## src/rtl/acq_sequencer.sv

```systemverilog
// Acquisition sequencer: drives the decimation counter, writes the circular sample buffer,
// and runs pre/post-trigger counts. Optional auto-trigger timeout under `AUTO_TRIG_EN.
module acq_sequencer #(
    parameter int unsigned ADDR_W    = 10,
    parameter int unsigned DEC_W     = 24,
    parameter int unsigned TIMEOUT_W = 24
) (
    input  logic                 CLK,
    input  logic                 RST,
    input  logic                 START,
    input  logic                 ABORT,
    input  logic [DEC_W-1:0]     DEC_CFG,
    input  logic [ADDR_W-1:0]    PRETRIG_CFG,
    input  logic                 TRIG,
    input  logic                 SMP_EN,
`ifdef AUTO_TRIG_EN
    input  logic [TIMEOUT_W-1:0] AUTO_TMO,
    output logic                 AUTO_FLAG,
`endif
    output logic                 Start_WR,
    output logic [DEC_W-1:0]     DEC_OUT,
    output logic                 WR_EN,
    output logic [ADDR_W-1:0]    WR_ADDR,
    output logic [ADDR_W-1:0]    TRIG_ADDR,
    output logic                 BUSY,
    output logic                 READY
);

    typedef enum logic [2:0] {StIdle, StPre, StWaitTrig, StPost, StDone} state_e;

    state_e            state_q;
    logic [ADDR_W-1:0] wr_ptr_q;
    logic [ADDR_W-1:0] pre_cnt_q;
    logic [ADDR_W-1:0] post_cnt_q;
    logic [ADDR_W-1:0] pre_cfg_q;
    logic [ADDR_W-1:0] post_init;
    logic              taken;
    logic              trig_fire;

    always_comb begin
        taken = SMP_EN && Start_WR && !ABORT
                && (state_q == StPre || state_q == StWaitTrig || state_q == StPost);
        // Depth-1-pretrig modulo 2^ADDR_W is the bitwise complement.
        post_init = ~pre_cfg_q;
    end

`ifdef AUTO_TRIG_EN
    logic [TIMEOUT_W-1:0] tmo_cnt_q;
    logic                 tmo_expired;

    always_comb begin
        tmo_expired = (AUTO_TMO != '0) && (tmo_cnt_q >= AUTO_TMO);
        trig_fire   = TRIG || tmo_expired;
    end

    // Clock counter runs only in WAIT_TRIG and saturates so it cannot wrap back below the timeout.
    always_ff @(posedge CLK) begin
        if (RST || state_q != StWaitTrig) begin
            tmo_cnt_q <= '0;
        end else if (tmo_cnt_q != '1) begin
            tmo_cnt_q <= tmo_cnt_q + 1'b1;
        end
    end
`else
    logic unused_timeout_w;

    assign unused_timeout_w = (TIMEOUT_W == 0);
    assign trig_fire        = TRIG;
`endif

    always_ff @(posedge CLK) begin
        if (RST) begin
            state_q    <= StIdle;
            wr_ptr_q   <= '0;
            pre_cnt_q  <= '0;
            post_cnt_q <= '0;
            pre_cfg_q  <= '0;
            Start_WR   <= 1'b0;
            DEC_OUT    <= '0;
            WR_EN      <= 1'b0;
            WR_ADDR    <= '0;
            TRIG_ADDR  <= '0;
            BUSY       <= 1'b0;
            READY      <= 1'b0;
`ifdef AUTO_TRIG_EN
            AUTO_FLAG  <= 1'b0;
`endif
        end else begin
            WR_EN <= taken;
            if (taken) begin
                WR_ADDR  <= wr_ptr_q;
                wr_ptr_q <= wr_ptr_q + 1'b1;
            end

            if (ABORT) begin
                state_q  <= StIdle;
                Start_WR <= 1'b0;
                BUSY     <= 1'b0;
                READY    <= 1'b0;
`ifdef AUTO_TRIG_EN
                AUTO_FLAG <= 1'b0;
`endif
            end else begin
                unique case (state_q)
                    StIdle, StDone: begin
                        if (START) begin
                            DEC_OUT   <= DEC_CFG;
                            pre_cnt_q <= PRETRIG_CFG;
                            pre_cfg_q <= PRETRIG_CFG;
                            wr_ptr_q  <= '0;
                            READY     <= 1'b0;
                            BUSY      <= 1'b1;
                            Start_WR  <= 1'b1;
`ifdef AUTO_TRIG_EN
                            AUTO_FLAG <= 1'b0;
`endif
                            state_q   <= (PRETRIG_CFG == '0) ? StWaitTrig : StPre;
                        end
                    end
                    StPre: begin
                        if (taken) begin
                            pre_cnt_q <= pre_cnt_q - 1'b1;
                            if (pre_cnt_q == ADDR_W'(1)) begin
                                state_q <= StWaitTrig;
                            end
                        end
                    end
                    StWaitTrig: begin
                        if (taken && trig_fire) begin
                            TRIG_ADDR  <= wr_ptr_q;
                            post_cnt_q <= post_init;
`ifdef AUTO_TRIG_EN
                            AUTO_FLAG  <= !TRIG;
`endif
                            if (post_init == '0) begin
                                state_q  <= StDone;
                                Start_WR <= 1'b0;
                                BUSY     <= 1'b0;
                                READY    <= 1'b1;
                            end else begin
                                state_q <= StPost;
                            end
                        end
                    end
                    StPost: begin
                        if (taken) begin
                            post_cnt_q <= post_cnt_q - 1'b1;
                            if (post_cnt_q == ADDR_W'(1)) begin
                                state_q  <= StDone;
                                Start_WR <= 1'b0;
                                BUSY     <= 1'b0;
                                READY    <= 1'b1;
                            end
                        end
                    end
                    default: state_q <= StIdle;
                endcase
            end
        end
    end

endmodule

```

## config.mk

```make
export PLATFORM = sky130hd
export DESIGN_NAME = acq_sequencer
export DESIGN_NICKNAME = d
export VERILOG_FILES = /design/src/rtl/acq_sequencer.sv
export SDC_FILE = /design/constraint.sdc
export NUM_CORES = 1
export LEC_CHECK = 0
export BUFFER_PORTS_ARGS = -buffer_cell sky130_fd_sc_hd__buf_2
export CORE_UTILIZATION = 35
export CTS_BUF_LIST = sky130_fd_sc_hd__clkbuf_4 sky130_fd_sc_hd__clkbuf_8 sky130_fd_sc_hd__clkbuf_16
export DETAILED_ROUTE_END_ITERATION = 10
export GPL_TIMING_DRIVEN = 1
export PLACE_DENSITY = 0.64
export RECOVER_POWER = 25
export SYNTH_ARGS = -nofsm -noshare
export SYNTH_HDL_FRONTEND = slang
export SYNTH_SLANG_ARGS = --single-unit
```

## constraint.sdc

```tcl
create_clock -name CLK -period 2.2 [get_ports CLK]
set_clock_uncertainty 0.05 [all_clocks]
set_input_delay 0.22 -clock CLK [delete_from_list [all_inputs] [get_ports CLK]]
set_output_delay 0.22 -clock CLK [all_outputs]
set_load 0.01 [all_outputs]
```

* After elaboration in Yosys (flattened, before gate mapping)
Cells that the tools add are included.
** Storage, ports and cells
- Register bits :: 90
** Operators by class
- $add $sub $neg :: 3
- Eq/ne operators :: 13
- Muxes and demuxes :: 31
- Bitwise logic cells :: 2
- Reductions and logical operators :: 21
** Operator list (number)
- $mux W10 :: 8
- $pmux W10 S2 :: 2
- $mux W3 :: 7
- $eq A10 B1 Y1 const B :: 2
- $logic_not A10 Y1 :: 2
- $sub A10 B1 Y10 const B :: 2
- $pmux W3 S4 :: 1
- $reduce_and A6 Y1 :: 2
- $add A10 B1 Y10 const B :: 1
- $mux W1 :: 10
- $not A10 Y10 :: 1
- $ne A2 B1 Y1 const B :: 4
- $reduce_and A4 Y1 :: 2
- $eq A3 B2 Y1 const B :: 2
- $ne A2 B2 Y1 const B :: 3
- $pmux W1 S3 :: 2
- $reduce_and A3 Y1 :: 2
- $logic_and A1 B1 Y1 :: 4
- $reduce_bool A2 Y1 :: 2
- $reduce_or A2 Y1 :: 2
- $eq A3 B1 Y1 const B :: 1
- $eq A3 B3 Y1 const B :: 1
- $logic_not A3 Y1 :: 1
- $reduce_bool A3 Y1 :: 1
- 4 further kinds :: 5

* Depth between registers and ports, before layout
Gate-level depths: netlist of the first run.
- Depth after elaboration :: 8
- Depth in mapped cells :: 8
- Gate-level depth less buffers :: 7

* Least setup slack after synthesis of the first run
No wires, ideal clock.
- Path kind :: flip-flop to flip-flop
- From :: register post_cnt_q[0]
- To :: register BUSY
- Setup time :: 120 ps
- Setup slack :: 364 ps
- Clock period less this slack :: 1836 ps
- Arrival :: 1666 ps
- Required time :: 2030 ps
- Stages on the path, launching flop included :: 7
- Cell sequence :: dfxtp_1 -> ha_1 -> or4b_1 -> o31ai_4 -> o221a_4 -> o211ai_2 -> nor3b_2
** Between the ends
- Cells in the longest elaborated chain, start to end :: 3
** RTL lines
- start: declaration :: line 34 : logic [ADDR_W-1:0] post_cnt_q;
- start signal: assignment :: line 131 : post_cnt_q <= post_init;
- start signal: assignment :: line 147 : post_cnt_q <= post_cnt_q - 1'b1;
- $eq A10 B1 Y1 :: line 148 : if (post_cnt_q == ADDR_W'(1)) begin
- $ne A2 B1 Y1 (no line)
- $reduce_and A6 Y1 (no line)
- end signal: assignment :: line 112 : BUSY <= 1'b1;
- end signal: assignment :: line 138 : BUSY <= 1'b0;
- end signal: assignment :: line 151 : BUSY <= 1'b0;
- end: declaration :: line 25 : output logic BUSY,
No other way between the ends.
A chain may end at the register's enable or synchronous reset.

* Worst setup path after layout of the first run
Ends and elaborated chain as after synthesis.

==> results.env, run 1 <==
POWER.STATIC_LEAKAGE_nW=1.81
ASYNC_RESET_FF_FRAC=0
CTSHOLDBUFFERS=0
WORST_SETUP_HOLD_PATH_CLK_SLEW_PS=70
MAX-VDD-IR-DROP_mV=0.351
FINAL_NETS=628
DIEWIDTH_UM=110
P_PER_AREA_nW_PER_UM2=737
REPORT.FINAL.SLEW_VIOL_COUNT=0
DPL.HPWL_UM=7390
WORST_PIN_SLEW_PS=874
SYNTH_AREA_UM2=4050
CRIT-REG2REG-CAPTURE='BUSY'
SYN_AVG_CELL_AREA_UM2=8.01
YS_FF_LATCH=90
PLACED_CELLS_INCL_TAPS=712
ANTENNA_VIOLATING_NETS_POST_ROUTE=0
SYNTH_CELL_TYPE_COUNT=61
NET_COUNT_SYNTH=550
PLACEMENT_ROWS=38
ANTENNA_VIOLATIONS_BEFORE_REPAIR=0
SETUP_SLACK_PS=193
GP_CONGESTION=0.906
PATH_DEPTH=6
PATH_DELAY_FAMILY='simple AND/OR/NAND/NOR gates'
BUFFER_PORTS.INSERTED=87
SETUP.WORST_PATH.START_CLASS='flop'
YOSYSWARNINGCOUNT=0
CLOCK-SINKS=90
CTS_SETUP_BUFFERS=0
DIE_AREA_UM2=12000
TRITONCTS.NUM_BUFFERS=9
FINAL.MIN_CLOCK_PERIOD_PS=2010
REMAINING_DRC_ERRORS=0
DRIVE_GT1_FRAC=0.172
RR_WORST_DEPTH=6
CORE_OCCUPANCY_IN_THE_FINISHED_LAYOUT=0.441
SETUP_REPAIR_AFTER_GLOBAL_ROUTING_MISSED_ITS_MARGIN='false'
FLOW.AREA_GROWTH_FROM_SYNTHESIS_PCT=20.3
SETUP_VIOL=0
POSTSYNTHCELLCOUNT=505
GRT_START_MAX_NET_PINS=32
FP.DIEH_UM=110
SETUP.WORST_PATH.START='post_cnt_q[0]'
CRITPATHSLOWESTCELL='sky130_fd_sc_hd__or4b_1'
CLOCK_TREE.ROOT_CELL='sky130_fd_sc_hd__clkbuf_16'
WIRE_LENGTH_OF_THE_FIRST_GLOBAL_ROUTING_PASS_UM=16700
CRITPATHREQUIREDTIME_PS=2380
CP-ENDPOINT='BUSY'
CLK-INSERTION-DELAY-LATE_PS=340
MAX_FREQ_MHz=498
ENDPOINT_KIND='flop'
DETAILROUTE.VIA_COUNT=3786
FIN_CELLS=728
RUN_STATUS='finished clean'
CLOCKBUFFERDEPTH=2
IOS=88
TIMING.CRITICAL_PATH.BUF_INV=0
LARGEST_STAGE_DELAY_ON_THE_CRITICAL_PATH_PS=490
WORST_R2R_STARTPOINT='post_cnt_q[0]'
SEQ_AREA_FRAC_SYNTH=0.445
FIRST_GLOBAL_VIAS=3538
SETUP_TNS_PS=0
MAX_CAP_VIOLATIONS=0
CP_DATA_ARRIVAL_TIME_PS=2190
SLEW_HEADROOM=0.417
SYNTH.TOP_CELL.AREA_SHARE=0.445
YS.FLOP_TYPE='sky130_fd_sc_hd__dfxtp_1'
CRITICAL_PATH_PEAK_FANOUT=6
N_FILL_CELL=1117
SYNTH_LARGEST_AREA_CELL='sky130_fd_sc_hd__dfxtp_1'
WIRE_PER_INST_UM=14.0
INITIAL_CORE_UTILIZATION=0.367
TRACK_USAGE=0.177
CTS_RESIZED=0
LAYOUT_WORST_PATH_CYCLE_SHARE=0.912
CTS_TREE='built'
DRT_PRE_ANTENNA_ITERS=5
ANTENNA-DIODE-COUNT=0
PRE_CTS_WS_PS=222
CRITPATHKIND='flop to flop'
FLOORPLAN.CORE_AREA_UM2=11000
WORST-R2R-SETUP-SLACK_PS=190
TOP_CELLS_BY_AREA_IN_THE_SYNTHESIZED_NETLIST='sky130_fd_sc_hd__dfxtp_1, sky130_fd_sc_hd__nand2_1, sky130_fd_sc_hd__a21oi_1'
HOLDCRITPATHCLASS='input pin to flop'
REPORT.FINAL.HOLD_VIOL_COUNT=0
DETAIL_ROUTE.ITER0.VIOLATIONS=319
OVERFLOW=0
ROUTED_WIRELENGTH_UM=10200
SYNTH_EDF_COUNT=0
COUNT_OF_H_TREE_LEVELS_BUILT_DURING_CTS=3
CRIT_CHAIN='ha_1, or4b_1, o31ai_4, o221a_4, o211ai_2, nor3b_2'
ROUTED_VIA_COUNT_DIVIDED_BY_CELL_COUNT=5.20
-- state kept, by name, indices dropped and copies added (netlist names) --
signal and count:
DEC_OUT 24, TRIG_ADDR 10, WR_ADDR 10, post_cnt_q 10, pre_cfg_q 10, pre_cnt_q 10
wr_ptr_q 10, state_q 3, BUSY 1, READY 1, WR_EN 1
-- per-stage QoR --
step / instance area (um^2) / hold slack (ps) / power (mW)
2_1_floorplan: 4050 / 306 / 1.97
5_1_grt: 4870 / 64.8 / 3.71
6_report: 4870 / 63.4 / 3.59
4_1_cts: 4910 / 50.7 / 3.63
3_5_place_dp: 4610 / 394 / 2.10
3_3_place_gp: 4610 / 391 / 2.09
-- synth_stat cells, types with 3 or more instances --
| cell type | number |
|---|---|
| sky130_fd_sc_hd__nand3_1 | 14 |
| sky130_fd_sc_hd__a21o_1 | 3 |
| sky130_fd_sc_hd__inv_1 | 5 |
| sky130_fd_sc_hd__dfxtp_1 | 90 |
| sky130_fd_sc_hd__nor4_1 | 5 |
| sky130_fd_sc_hd__and3_1 | 3 |
| sky130_fd_sc_hd__xor2_1 | 7 |
| sky130_fd_sc_hd__nand2_1 | 115 |
| sky130_fd_sc_hd__nor2_1 | 45 |
| sky130_fd_sc_hd__o21ai_1 | 11 |
| sky130_fd_sc_hd__mux2i_1 | 10 |
| sky130_fd_sc_hd__and2_1 | 4 |
| sky130_fd_sc_hd__ha_1 | 5 |
| sky130_fd_sc_hd__buf_2 | 7 |
| sky130_fd_sc_hd__a21oi_1 | 66 |
| sky130_fd_sc_hd__nand2b_1 | 3 |
| sky130_fd_sc_hd__nor3_1 | 12 |
| sky130_fd_sc_hd__nand4_1 | 8 |
| sky130_fd_sc_hd__clkbuf_1 | 24 |
| sky130_fd_sc_hd__o21ai_0 | 11 |
| sky130_fd_sc_hd__a22oi_1 | 3 |
| sky130_fd_sc_hd__o21a_1 | 3 |
| sky130_fd_sc_hd__a31oi_1 | 4 |
-- metal layers --
layer	track usage	vias up	share of wire
met1	0.234	1751	0.47
met5	0	-	0
met3	0.0255	10	0.047
li1	-	1901	-
met4	0.0876	0	0.014
met2	0.283	124	0.47
-- cells by family after synthesis --
logic type	synth area share
AOI/OAI and AO/OA	0.177
muxes	0.0247
and+or+nand+nor	0.275
buffers and inverters	0.0430
DFF	0.445
adders and majority gates	0.0155
xor gates and xnor gates	0.0195
-- worst min-delay path by stage --
stage                    from            to  slack (ps)  cells past startpoint
3_3_place_gp       DEC_OUT[4]    DEC_OUT[4]         390                      2
4_1_cts           DEC_CFG[23]   DEC_OUT[23]          50                      3
5_1_grt           DEC_CFG[23]   DEC_OUT[23]          60                      3
6_report          DEC_CFG[21]   DEC_OUT[21]          60                      3
2_1_floorplan  PRETRIG_CFG[2]  pre_cfg_q[2]         310                      2
3_5_place_dp       DEC_OUT[3]    DEC_OUT[3]         390                      2
-- layout make-up --
class	count	area, um^2	share of cell area
clock buffer	9	225	0.0463
clock inverter	7	68.8	0.0141
inverter	5	18.8	0.00386
multi-input combinational	375	2070	0.426
sequential	90	1800	0.370
tap	140	175	0.0360
timing repair buffer	102	505	0.104
-- placed cells by master, fill, tap and decap left out, types with 3 or more instances in the layout --
| master | instances |
|---|---|
| sky130_fd_sc_hd__ha_1 | 5 |
| sky130_fd_sc_hd__buf_4 | 15 |
| sky130_fd_sc_hd__o21ai_1 | 11 |
| sky130_fd_sc_hd__a21oi_1 | 66 |
| sky130_fd_sc_hd__a22oi_1 | 3 |
| sky130_fd_sc_hd__o21a_1 | 3 |
| sky130_fd_sc_hd__nor3_1 | 12 |
| sky130_fd_sc_hd__clkbuf_16 | 9 |
| sky130_fd_sc_hd__inv_1 | 5 |
| sky130_fd_sc_hd__clkinv_2 | 3 |
| sky130_fd_sc_hd__buf_2 | 53 |
| sky130_fd_sc_hd__and2_1 | 4 |
| sky130_fd_sc_hd__nor4_1 | 5 |
| sky130_fd_sc_hd__nand2b_1 | 3 |
| sky130_fd_sc_hd__nand4_1 | 8 |
| sky130_fd_sc_hd__clkbuf_1 | 34 |
| sky130_fd_sc_hd__mux2i_1 | 10 |
| sky130_fd_sc_hd__o21ai_0 | 11 |
| sky130_fd_sc_hd__and3_1 | 3 |
| sky130_fd_sc_hd__a31oi_1 | 4 |
| sky130_fd_sc_hd__dfxtp_1 | 90 |
| sky130_fd_sc_hd__a21o_1 | 3 |
| sky130_fd_sc_hd__nor2_1 | 45 |
| sky130_fd_sc_hd__nand3_1 | 14 |
| sky130_fd_sc_hd__xor2_1 | 7 |
| sky130_fd_sc_hd__nand2_1 | 115 |
-- where the power goes --
group          switching (mW)  internal [mW]  leakage (nW)  total, mW
Clock                   0.649          0.878         0.142       1.53
Combinational           0.215          0.133         0.939      0.348
Sequential             0.0362           1.67         0.730       1.71
-- worst min-delay path, stage by stage --
cell and delay [ps]:
sky130_fd_sc_hd__buf_2 100, sky130_fd_sc_hd__nand2_1 40, sky130_fd_sc_hd__a21oi_1 50
(Power assumes the default switching activity.)
==> run 2: changes to the inputs <==
Settings changed: MAX_ROUTING_LAYER set to met4, PLACE_DENSITY 0.64 to unset.
==> results.env, run 2 (synthesized netlist as in run 1, its figures left out) <==
FIN_CELLS=728  # unchanged
IOS=88  # unchanged
CLK-INSERTION-DELAY-LATE_PS=340  # about the same
MAX_CAP_VIOLATIONS=0  # unchanged
ANTENNA_VIOLATIONS_BEFORE_REPAIR=0  # unchanged
TIMING.CRITICAL_PATH.BUF_INV=0  # unchanged
DRIVE_GT1_FRAC=0.172  # unchanged
CRIT_CHAIN='ha_1, or4b_1, o31ai_4, o221a_4, o211ai_2, nor3b_2'
OVERFLOW=0  # unchanged
CRITPATHREQUIREDTIME_PS=2390  # about the same
SETUP_TNS_PS=0  # unchanged
P_PER_AREA_nW_PER_UM2=761  # +3.2%
DIE_AREA_UM2=12000  # unchanged
FP.DIEH_UM=110  # unchanged
MAX-VDD-IR-DROP_mV=0.398  # +13%
POWER.STATIC_LEAKAGE_nW=1.83  # +0.98%
SETUP.WORST_PATH.START='post_cnt_q[0]'
GRT_START_MAX_NET_PINS=34  # +6.3%
RR_WORST_DEPTH=6  # unchanged
SETUP_VIOL=0  # unchanged
FINAL_NETS=628  # unchanged
DIEWIDTH_UM=110  # unchanged
GP_CONGESTION=0.890  # -1.9%
WORST_PIN_SLEW_PS=563  # -311 ps
ANTENNA-DIODE-COUNT=0  # unchanged
CLOCK-SINKS=90  # unchanged
REPORT.FINAL.HOLD_VIOL_COUNT=0  # unchanged
RUN_STATUS='finished clean'
CLOCKBUFFERDEPTH=2  # unchanged
FIRST_GLOBAL_VIAS=3479  # -1.7%
PATH_DEPTH=6  # unchanged
ROUTED_WIRELENGTH_UM=10200  # +0.36%
LARGEST_STAGE_DELAY_ON_THE_CRITICAL_PATH_PS=490  # about the same
DETAIL_ROUTE.ITER0.VIOLATIONS=268  # -16%
TOTAL_POWER_mW=3.72  # +3.9%
WORST_HOLD_PATH.NUM_CELLS=3  # unchanged
DETAILROUTE.VIA_COUNT=3749  # -0.98%
ENDPOINT_KIND='flop'
PLACEMENT_ROWS=38  # unchanged
LAYOUT_WORST_PATH_CYCLE_SHARE=0.912  # about the same
CRITICAL_PATH_PEAK_FANOUT=6  # unchanged
PRE_CTS_WS_PS=202  # -19.7 ps
PATH_DELAY_FAMILY='simple AND/OR/NAND/NOR gates'
REMAINING_DRC_ERRORS=0  # unchanged
TRACK_USAGE=0.187  # +0.00991
TRITONCTS.NUM_BUFFERS=9  # unchanged
CTS_TREE='built'
SLEW_HEADROOM=0.623  # +0.206
FLOORPLAN.CORE_AREA_UM2=11000  # unchanged
DPL_CELL_AREA_UM2=4610  # unchanged
LARGEST_REGISTER_FF_COUNT=24  # unchanged
ANTENNA_VIOLATING_NETS_POST_ROUTE=0  # unchanged
CTS_SETUP_BUFFERS=0  # unchanged
PLACED_CELLS_INCL_TAPS=712  # unchanged
COUNT_OF_H_TREE_LEVELS_BUILT_DURING_CTS=3  # unchanged
CRITPATHSLOWESTCELL='sky130_fd_sc_hd__or4b_1'
DRT_PRE_ANTENNA_ITERS=4  # -1
SETUP_REPAIR_AFTER_GLOBAL_ROUTING_MISSED_ITS_MARGIN='false'
FLOW.AREA_GROWTH_FROM_SYNTHESIS_PCT=21.0
CTS_RESIZED=0  # unchanged
SETUP_SLACK_PS=194  # +0.941 ps
ROUTED_VIA_COUNT_DIVIDED_BY_CELL_COUNT=5.15  # -0.98%
INITIAL_CORE_UTILIZATION=0.367  # unchanged
DPL.HPWL_UM=7350  # -0.54%
WIRE_PER_INST_UM=14.0  # +0.36%
MOST_FREQUENT_STANDARD_CELL_IN_THE_LAYOUT_EXCLUDING_FILL_AND_TAP_CELLS='sky130_fd_sc_hd__nand2_1'
FINISH.INSTANCE_AREA_UM2=4900  # +0.62%
LAYOUT_COMMON_CELLS='sky130_fd_sc_hd__nand2_1, sky130_fd_sc_hd__dfxtp_1, sky130_fd_sc_hd__a21oi_1'
REPORT.FINAL.SLEW_VIOL_COUNT=0  # unchanged
TOP_REGISTER='DEC_OUT'
CP_DATA_ARRIVAL_TIME_PS=2190  # about the same
CTSHOLDBUFFERS=0  # unchanged
CLOCK_TREE.ROOT_CELL='sky130_fd_sc_hd__clkbuf_16'
SETUP.WORST_PATH.START_CLASS='flop'
FINAL.MIN_CLOCK_PERIOD_PS=2010  # -0.941 ps
MAX_FREQ_MHz=498  # about the same
WIRE_LENGTH_OF_THE_FIRST_GLOBAL_ROUTING_PASS_UM=16900  # +1.4%
CRITPATHKIND='flop to flop'
WORST_R2R_STARTPOINT='post_cnt_q[0]'
WORST_SETUP_HOLD_PATH_CLK_SLEW_PS=70  # about the same
HOLDCRITPATHCLASS='input pin to flop'
TIMING.HOLD.WORST.START='DEC_CFG[2]'
BUFFER_PORTS.INSERTED=87  # unchanged
==> run 2: power by group <==
group / total [mW] / switching (mW) / internal (mW)
logic: 0.348 / 0.217 / 0.131
clock network: 1.66 / 0.630 / 1.03
registers: 1.71 / 0.0368 / 1.68
==> run 2: worst register-to-register path, cell delays in order (launching register included) <==
cell and delay [ps]:
sky130_fd_sc_hd__dfxtp_1 420, sky130_fd_sc_hd__ha_1 180, sky130_fd_sc_hd__or4b_1 490, sky130_fd_sc_hd__o31ai_4 230
sky130_fd_sc_hd__o221a_4 240, sky130_fd_sc_hd__o211ai_2 120, sky130_fd_sc_hd__nor3b_2 180
==> run 2: path summary, 6_finish.rpt <==
kind / endpoint / slack (ps)
max: BUSY / 190
max reg2reg: BUSY / 190
min reg2reg: DEC_OUT[1] / 400
min: DEC_OUT[2] / 60
==> run 2: routing by layer <==
layer	part of all wire	track usage
met5	0	-
met4	0.017	0.0829
met3	0.052	0.0445
met2	0.47	0.281
met1	0.46	0.239
==> run 2: stage by stage <==
step           hold slack, ps   util
4_1_cts                  49.1  0.448
3_3_place_gp              389  0.418
5_1_grt                  51.2  0.444
2_1_floorplan             306      -
6_report                 64.9  0.444
3_5_place_dp              395  0.418
==> run 2: layout make-up <==
class	instances	area, um^2
Fill cell	1105	6130
Multi-Input combinational cell	375	2070
Sequential cell	90	1800
Timing Repair Buffer	102	505
Clock buffer	11	246
Tap cell	140	175
Clock inverter	5	77.6
Inverter	5	18.8
==> run 3: changes to the inputs <==
Settings changed: CORE_ASPECT_RATIO set to 1.25, GPL_ROUTABILITY_DRIVEN set to 0.
==> results.env, run 3 (synthesized netlist as in run 1, its figures left out) <==
CRITPATHSLOWESTCELL='sky130_fd_sc_hd__or4b_1'
FINISH.INSTANCE_AREA_UM2=4850  # -1.0%
TOTAL_POWER_mW=3.64  # -2.2%
CTS_RESIZED=0  # unchanged
CRITPATHREQUIREDTIME_PS=2370  # -20 ps
SEQUENTIALPOWERSHARE=0.470  # +0.010
ROUTED_VIA_COUNT_DIVIDED_BY_CELL_COUNT=5.23  # +1.6%
WIRE_PER_INST_UM=13.9  # -0.64%
SETUP_REPAIR_AFTER_GLOBAL_ROUTING_MISSED_ITS_MARGIN='false'
RUN_STATUS='finished with violations'
REPORT.FINAL.HOLD_VIOL_COUNT=0  # unchanged
TIMING.CRITICAL_PATH.BUF_INV=0  # unchanged
PLACEMENT_ROWS=43  # +13%
LARGEST_STAGE_DELAY_ON_THE_CRITICAL_PATH_PS=510  # +20 ps
DRT_PRE_ANTENNA_ITERS=7  # +3
SLEW_HEADROOM=0.422  # -0.201
DPL_CELL_AREA_UM2=4580  # -0.79%
FAILING_CHECKS='DRC'
IOS=88  # unchanged
TOTAL_INTERNAL_POWER_mW=2.73  # -4.0%
REMAINING_DRC_ERRORS=2  # +2
CLOCKBUFFERDEPTH=2  # unchanged
DRIVE_GT1_FRAC=0.166  # -0.00567
SETUP_TNS_PS=0  # unchanged
LARGEST_REGISTER_FF_COUNT=24  # unchanged
MAX-VDD-IR-DROP_mV=0.454  # +14%
CP_DATA_ARRIVAL_TIME_PS=2180  # about the same
MOST_FREQUENT_STANDARD_CELL_IN_THE_LAYOUT_EXCLUDING_FILL_AND_TAP_CELLS='sky130_fd_sc_hd__nand2_1'
PATH_DELAY_FAMILY='simple AND/OR/NAND/NOR gates'
WORST_SETUP_HOLD_PATH_CLK_SLEW_PS=70  # about the same
BUFFER_PORTS.INSERTED=87  # unchanged
CTS_TREE='built'
POWER.SWITCHING_mW=0.915  # +3.6%
ANTENNA_VIOLATING_NETS_POST_ROUTE=0  # unchanged
DIEWIDTH_UM=98.2  # -10%
MAX_FREQ_MHz=500  # +0.27%
NETSWITCHINGFRACTION=0.251  # +0.0141
CRITPATHKIND='flop to flop'
P_CLK_FRAC=0.437  # -0.010
OVERFLOW=0  # unchanged
CORE_OCCUPANCY_IN_THE_FINISHED_LAYOUT=0.433  # -0.0107
WORST_PIN_SLEW_PS=866  # +303 ps
FINAL.MIN_CLOCK_PERIOD_PS=2000  # -5.41 ps
LAYOUT_COMMON_CELLS='sky130_fd_sc_hd__nand2_1, sky130_fd_sc_hd__dfxtp_1, sky130_fd_sc_hd__a21oi_1'
CTSHOLDBUFFERS=0  # unchanged
CLOCK-SINKS=90  # unchanged
CRITICAL_PATH_PEAK_FANOUT=6  # unchanged
DETAILROUTE.VIA_COUNT=3761  # +0.32%
INITIAL_CORE_UTILIZATION=0.362  # -0.00525
ENDPOINT_KIND='flop'
FP.DIEH_UM=122  # +12%
FLOORPLAN.CORE_AREA_UM2=11200  # +1.5%
CRIT_CHAIN='ha_1, or4b_1, o31ai_4, o221a_4, o211ai_2, nor3b_2'
COUNT_OF_H_TREE_LEVELS_BUILT_DURING_CTS=3  # unchanged
HOLDCRITPATHCLASS='input pin to flop'
GRT_START_MAX_NET_PINS=34  # unchanged
ANTENNA-DIODE-COUNT=0  # unchanged
FINAL_NETS=624  # -0.64%
MAX_CAP_VIOLATIONS=0  # unchanged
WIRE_LENGTH_OF_THE_FIRST_GLOBAL_ROUTING_PASS_UM=16900  # -0.33%
CLOCK_TREE.ROOT_CELL='sky130_fd_sc_hd__clkbuf_16'
FLOW.AREA_GROWTH_FROM_SYNTHESIS_PCT=19.8
TRACK_USAGE=0.181  # -0.00608
TRITONCTS.NUM_BUFFERS=9  # unchanged
LAYOUT_WORST_PATH_CYCLE_SHARE=0.910  # -0.00246
CTS_SETUP_BUFFERS=0  # unchanged
TOP_REGISTER='DEC_OUT'
SETUP.WORST_PATH.START_CLASS='flop'
P_PER_AREA_nW_PER_UM2=752  # -1.2%
DPL.HPWL_UM=7160  # -2.6%
REPORT.FINAL.SLEW_VIOL_COUNT=0  # unchanged
ROUTED_WIRELENGTH_UM=10000  # -1.9%
FIRST_GLOBAL_VIAS=3634  # +4.5%
SETUP_VIOL=0  # unchanged
CLK-INSERTION-DELAY-LATE_PS=340  # about the same
DETAIL_ROUTE.ITER0.VIOLATIONS=219  # -18%
POWER.STATIC_LEAKAGE_nW=1.81  # -1.2%
ANTENNA_VIOLATIONS_BEFORE_REPAIR=0  # unchanged
P_COMB_FRAC=0.093  # about the same
DIE_AREA_UM2=12000  # about the same
-- run 3: power by group through the flow --
| stage | combinational, mW | sequential [mW] | clock [mW] |
|---|---|---|---|
| 2_1_floorplan | 0.217 | 1.75 | 0 |
| 3_3_place_gp | 0.338 | 1.75 | 0 |
| 3_5_place_dp | 0.342 | 1.75 | 0 |
| 4_1_cts | 0.344 | 1.71 | 1.64 |
| 5_1_grt | 0.382 | 1.72 | 1.72 |
| 6_report | 0.338 | 1.71 | 1.59 |
-- run 3: metal layers --
| layer | GRT usage | wire length (um) |
|---|---|---|
| met2 | 0.299 | 4810 |
| met3 | 0.0347 | 457 |
| met4 | 0.0709 | 125 |
| met5 | - | 0 |
| met1 | 0.220 | 4630 |
-- run 3: cell type report --
type                       instances  area [um^2]
clock buffer                      10          239
clock inverter                     6         72.6
fill                            1147         6340
inverter                           5         18.8
multi-input combinational        375         2070
sequential                        90         1800
tap                              135          169
timing repair buffer              98          475
-- run 3: worst reg2reg max path, stage by stage, from the launching register on --
cell and delay (ps):
sky130_fd_sc_hd__dfxtp_1 420, sky130_fd_sc_hd__ha_1 170, sky130_fd_sc_hd__or4b_1 510, sky130_fd_sc_hd__o31ai_4 220
sky130_fd_sc_hd__o221a_4 240, sky130_fd_sc_hd__o211ai_2 110, sky130_fd_sc_hd__nor3b_2 170
-- run 3: final timing paths --
| kind | from | slack, ps | cells after the start | to |
|---|---|---|---|---|
| worst max-delay path | post_cnt_q[0] | 200 | 6 | BUSY |
| worst min-delay path | DEC_CFG[22] | 60 | 3 | DEC_OUT[22] |
| worst max register to register | post_cnt_q[0] | 200 | 6 | BUSY |
| worst min register to register | DEC_OUT[3] | 400 | 2 | DEC_OUT[3] |
-- run 3: stage by stage --
stage / setup WS (ps) / hold WS [ps] / cells
finish: 199 / 62.9 / 719
global route: 74.2 / 61.2 / 719
CTS: 206 / 50.1 / 719
detailed placement: 215 / 397 / 703
global placement: 284 / 389 / 703
floorplan: 364 / 306 / 505
